--- src/rtl/mux_pkg.sv ---
// ============================================================================
// Module  : mux_pkg
// Brief   : Shared types and helpers for the select multiplexer / demux pair.
// Revision: 1.0 - initial release
// ============================================================================
`default_nettype none

package mux_pkg;

    localparam int DROP_CNT_W = 8;

    typedef enum logic [0:0] {
        CH_EMPTY = 1'b0,
        CH_FULL  = 1'b1
    } ch_state_t;

    // ceil(log2(m)) with a floor of 1 so a single-channel build still has a select bit
    function automatic int sel_width(input int m);
        int w;
        w = 1;
        while ((32'd1 << w) < m) begin
            w = w + 1;
        end
        return w;
    endfunction

endpackage

`default_nettype wire

--- src/rtl/demux_channel_slot.sv ---
// ============================================================================
// Module  : demux_channel_slot
// Brief   : One output channel: single-entry holding register with EMPTY/FULL FSM.
// Revision: 1.0 - initial release
// ============================================================================
`default_nettype none

module demux_channel_slot
    import mux_pkg::*;
#(
    parameter int N = 8
) (
    input  logic         clk,
    input  logic         rst,
    input  logic         wr_en,
    input  logic [N-1:0] wr_data,
    input  logic         out_ready,
    output logic         out_valid,
    output logic [N-1:0] out_data,
    output logic         can_accept
);

    ch_state_t    r_state;
    ch_state_t    w_next_state;
    logic [N-1:0] r_data;

    always_ff @(posedge clk) begin
        if (rst) begin
            r_state <= CH_EMPTY;
            r_data  <= '0;
        end else begin
            r_state <= w_next_state;
            if (wr_en) begin
                r_data <= wr_data;
            end
        end
    end

    // A write while FULL replaces the word; that is only legal when popped this cycle
    always_comb begin
        w_next_state = r_state;
        case (r_state)
            CH_EMPTY: if (wr_en)                  w_next_state = CH_FULL;
            CH_FULL:  if (out_ready && !wr_en)    w_next_state = CH_EMPTY;
            default:                              w_next_state = CH_EMPTY;
        endcase
    end

    assign out_valid  = (r_state == CH_FULL);
    assign out_data   = r_data;
    assign can_accept = !out_valid || out_ready;

endmodule

`default_nettype wire

--- src/rtl/demux_dispatcher_mxn.sv ---
// ============================================================================
// Module  : demux_dispatcher_mxn
// Brief   : Registered 1-to-M demultiplexer with enabler and ready pass-through.
//           Optional drop counter for out-of-range selects: DEMUX_DROP_CNT_EN.
// Revision: 1.0 - initial release
// ============================================================================
`default_nettype none

module demux_dispatcher_mxn
    import mux_pkg::*;
#(
    parameter  int M     = 4,   // channels, 1..128
    parameter  int N     = 8,   // bits per channel
    localparam int SEL_W = sel_width(M)
) (
    input  logic                  clk,
    input  logic                  rst,
    input  logic                  enabler,
    input  logic                  in_valid,
    output logic                  in_ready,
    input  logic [SEL_W-1:0]      in_select,
    input  logic [N-1:0]          in_data,
    output logic [M-1:0]          out_valid,
    input  logic [M-1:0]          out_ready,
    output logic [M-1:0][N-1:0]   out_data,
    output logic                  busy
`ifdef DEMUX_DROP_CNT_EN
    ,
    output logic [DROP_CNT_W-1:0] drop_count,
    output logic                  drop_pulse
`endif
);

    logic [M-1:0] w_can_accept;
    logic [M-1:0] w_wr_en;
    logic         w_hit;
    logic         w_sel_can;

    // Decode by comparison so a select beyond M never indexes past the vectors
    always_comb begin
        w_hit     = 1'b0;
        w_sel_can = 1'b0;
        w_wr_en   = '0;
        for (int i = 0; i < M; i++) begin
            if (in_select == SEL_W'(i)) begin
                w_hit      = 1'b1;
                w_sel_can  = w_can_accept[i];
                w_wr_en[i] = in_valid && enabler && w_can_accept[i];
            end
        end
    end

    assign in_ready = enabler && (!w_hit || w_sel_can);
    assign busy     = |out_valid;

    genvar gi;
    generate
        for (gi = 0; gi < M; gi++) begin : g_slot
            demux_channel_slot #(
                .N (N)
            ) u_slot (
                .clk        (clk),
                .rst        (rst),
                .wr_en      (w_wr_en[gi]),
                .wr_data    (in_data),
                .out_ready  (out_ready[gi]),
                .out_valid  (out_valid[gi]),
                .out_data   (out_data[gi]),
                .can_accept (w_can_accept[gi])
            );
        end
    endgenerate

`ifdef DEMUX_DROP_CNT_EN
    logic                  w_drop;
    logic [DROP_CNT_W-1:0] r_drop_count;
    logic                  r_drop_pulse;

    assign w_drop = in_valid && in_ready && !w_hit;

    always_ff @(posedge clk) begin
        if (rst) begin
            r_drop_count <= '0;
            r_drop_pulse <= 1'b0;
        end else begin
            r_drop_pulse <= w_drop;
            if (w_drop && (r_drop_count != {DROP_CNT_W{1'b1}})) begin
                r_drop_count <= r_drop_count + DROP_CNT_W'(1);
            end
        end
    end

    assign drop_count = r_drop_count;
    assign drop_pulse = r_drop_pulse;
`else
    // Out-of-range words are accepted and discarded with no record kept
`endif

endmodule

`default_nettype wire

--- config.mk ---
export PLATFORM = sky130hd
export DESIGN_NAME = demux_dispatcher_mxn
export DESIGN_NICKNAME = d
export VERILOG_FILES = /design/src/rtl/mux_pkg.sv /design/src/rtl/demux_channel_slot.sv /design/src/rtl/demux_dispatcher_mxn.sv
export SDC_FILE = /design/constraint.sdc
export NUM_CORES = 1
export LEC_CHECK = 0
export CAP_MARGIN = 20
export CELL_PAD_IN_SITES_DETAIL_PLACEMENT = 1
export CELL_PAD_IN_SITES_GLOBAL_PLACEMENT = 1
export CORE_MARGIN = 1.5
export CORE_UTILIZATION = 35
export DETAILED_ROUTE_END_ITERATION = 8
export PLACE_DENSITY = 0.82
export SYNTH_ARGS = -nofsm -noshare
export SYNTH_HDL_FRONTEND = slang
export SYNTH_SLANG_ARGS = --single-unit
export TNS_END_PERCENT = 5
--- constraint.sdc ---
create_clock -name clk -period 2.4 [get_ports clk]
set_input_delay 0.48 -clock clk [delete_from_list [all_inputs] [get_ports clk]]
set_output_delay 0.48 -clock clk [all_outputs]
set_load 0.005 [all_outputs]
==> run_results.csv <==
group,metric,value,unit
timing,fin_crit,2.255,ns
min_path,hold_class,"reg -> reg",
clocking,holdBufCountCts,0,
yosys,syn_avg_cell_area,10.75,sq um
floorplanning,die_area,0.004733,sq mm
grt,grt_pass1_wl,6189,um
yosys,yosysWarnings,0,
min_path,hp-start,"g_slot[1].u_slot.out_data[6]",
setup_path,r2r-start,"g_slot[2].u_slot.out_valid",
min_path,hold_depth,2,
setup_path,slowest_stage,"mux4_2",
setup_path,cp-startpoint,"out_ready[3]",
clocking,clk_pin_slew,0.07,ns
yosys,synth_cell_types,18,
clocking,clockBufferDepth,2,
route,wl_met2,2076,um
setup_path,cp_max_fo,2,
clocking,numCtsBuffers,5,
placed_design,pre_cts_slack,-0.2390,ns
yosys,syn_inst,141,
placed_design,port_buffers,55,
job,drv_cap,0,
finish,nFillCells,453,
grt,gr-total-overflow,0,
placed_design,dp_hpwl,2924,um
route,via_per_inst,4.828,
clocking,cts_setup_buffers,0,
timing,setup_slack,0.1453,ns
grt,grt_max_degree,45,
setup_path,cpLargestDelayFamily,"buffers and inverters",
yosys,ys.flop_type,"dfxtp_1",
route,wirelength,4016,um
pwr,power_density,517.0,mW/mm^2
yosys,synth_most_common_cell,"nand2b_1",
timing,max_slew_margin,60.52,%
yosys,synth_area_leaders,"dfxtp_1 48%, mux2i_1 21%, nand2b_1 18%, buf_4 2.0%, mux4_2 1.5%",
floorplanning,ios,56,
yosys,synth.cell_area,0.001515,sq mm
route,drcViolationCount,0,
route,route.top_layer_used,"met4",
setup_path,cp.required,1.92,ns
yosys,async_flop_share,0,%
clocking,clock_latency,0.28,ns
grt,antenna_found_initial,0,
timing,holdWs,0.4804,ns
placed_design,dp_cells,243,
yosys,synth_edf_count,0,
route,dr_wl_met3,230,um
yosys,synthTopCellsByCount,"44 x nand2b_1, 36 x dfxtp_1, 32 x mux2i_1",
timing,fin_skew,0.006659,ns
yosys,synth_area_leader_cell,"dfxtp_1",
timing,timing.final.crit_share,93.95,%
route,drt_iter0_drc,23,
finish,drive_gt1_share,11.50,%
finish,regArea,720.7,sq um
floorplanning,start_util,37.08,%
setup_path,crit_path_cell_trace,"clkdlybuf4s50_1 > nand2b_4 > mux4_2 > and2_1 > clkbuf_2",
route,vias,1207,
setup_path,critPathArrivalTime,1.77,ns
timing,tightest_slew,0.5905,ns
clocking,cts.sinks,36,
status,status,"complete, no violations",
finish,instances_no_fill,250,
timing,slew_viol_final,0,
floorplanning,num_rows,23,
clocking,tritoncts,"done",
timing,setup_viol,0,
setup_path,start_kind,"input port",
timing,fmax,443.5,MHz
yosys,synth_nets,159,
yosys,synth-seq-area-share,47.56,%
route,dr.pass1.iters,4,
floorplanning,die_h,68.80,um
floorplanning,core,0.004086,sq mm
timing,rsz0062_at_grt,"no",
finish,nets,218,
setup_path,path_class,"in -> out",
setup_path,cp_num_cells,5,
finish,area_delta_synth_final,46.74,%
grt,grt_pass1_vias,1275,
yosys,ys_seq_elements,36,
finish,multi_input_area,752.0,sq um
grt,track_usage,18.50,%
clocking,cts-root-buf,"clkbuf_8",
setup_path,endpoint_kind,"output pin",
route,wl_met1,1657,um
yosys,synth_top_cell_area_share,47.56,%
timing,hold_viol_final,0,
pwr,ir_drop,0.4087,mV
finish,antenna-diode-count,0,
pwr,p_leak,0.9571,nW
route,ant_nets,0,
setup_path,worst-path-buf-inv,2,
route,wl_per_cell,16.06,um
setup_path,slowest_delay,0.46,ns
clocking,cts_resized,6,
pwr,total_power,1.150,mW
setup_path,r2r_cells,4,
placed_design,dpl_cell_area,0.002131,sq mm
finish,final_area,0.002223,sq mm
clocking,htreeDepth,2,
floorplanning,die_width,68.80,um
placed_design,place.gp.congestion,0.7018,
[worst paths after layout]
kind | end | slack, ns
max | in_ready | 0.15
min | g_slot[1].u_slot.out_data[6] | 0.48
min reg2reg | g_slot[1].u_slot.out_data[6] | 0.48
max reg2reg | g_slot[2].u_slot.out_data[7] | 1.02
[area by class of cell]
class / count / share of cell area (%)
repair buffers: 64 / 27.46
flip-flops and latches: 36 / 32.41
clock inverters: 1 / 0.2251
clock buffers: 6 / 3.264
multi-input cells: 93 / 33.82
well taps: 50 / 2.814
[placed cells by master (no fill, tap or decap), drive strengths merged, types with 2 or more instances in the layout]
cell,netlist,layout
clkdlybuf4s50,0,52
nand2b,44,44
dfxtp,36,36
mux2i,32,32
buf,7,9
clkbuf,5,7
a21oi,4,4
nand3,3,3
and3b,2,2
dlygate4sd2,0,2
[flip-flops by register name, indices dropped and copies added (netlist names)]
name and flops:
g_slot.u_slot.out_data 32, g_slot.u_slot.out_valid 4
[worst reg2reg max path, stage by stage, from the launching register on]
cell	delay, ns
dfxtp_1	0.37
nand2b_1	0.09
buf_4	0.14
nand3_1	0.45
mux2i_1	0.26
[routing by layer]
metal  up-vias  track usage [%]
li1        590                -
met1       567            19.44
met2        45            33.89
met3         5            5.357
met4         0            8.333
met5         -                0
[stage by stage]
stage          setup TNS [ns]  util, %
3_5_place_dp          -0.2390    52.14
2_1_floorplan               0        -
5_1_grt                     0    54.41
3_3_place_gp          -0.1689    52.14
4_1_cts                     0    54.50
6_report                    0    54.41
[power by group]
| part | switching (mW) | internal, mW |
|---|---|---|
| registers | 0.00858 | 0.611 |
| logic | 0.0496 | 0.0835 |
| clock network | 0.200 | 0.197 |
| total | 0.258 | 0.891 |
[cells by family after synthesis]
kind of cell           after synthesis  share of synthesized area (%)
AOI/OAI and AO/OA                    4                          1.321
buffers and inverters               12                          4.293
DFF                                 36                          47.56
muxes                               33                          22.63
and+or+nand+nor                     56                          24.20
Note: power is estimated with default switching activity, not from simulation.
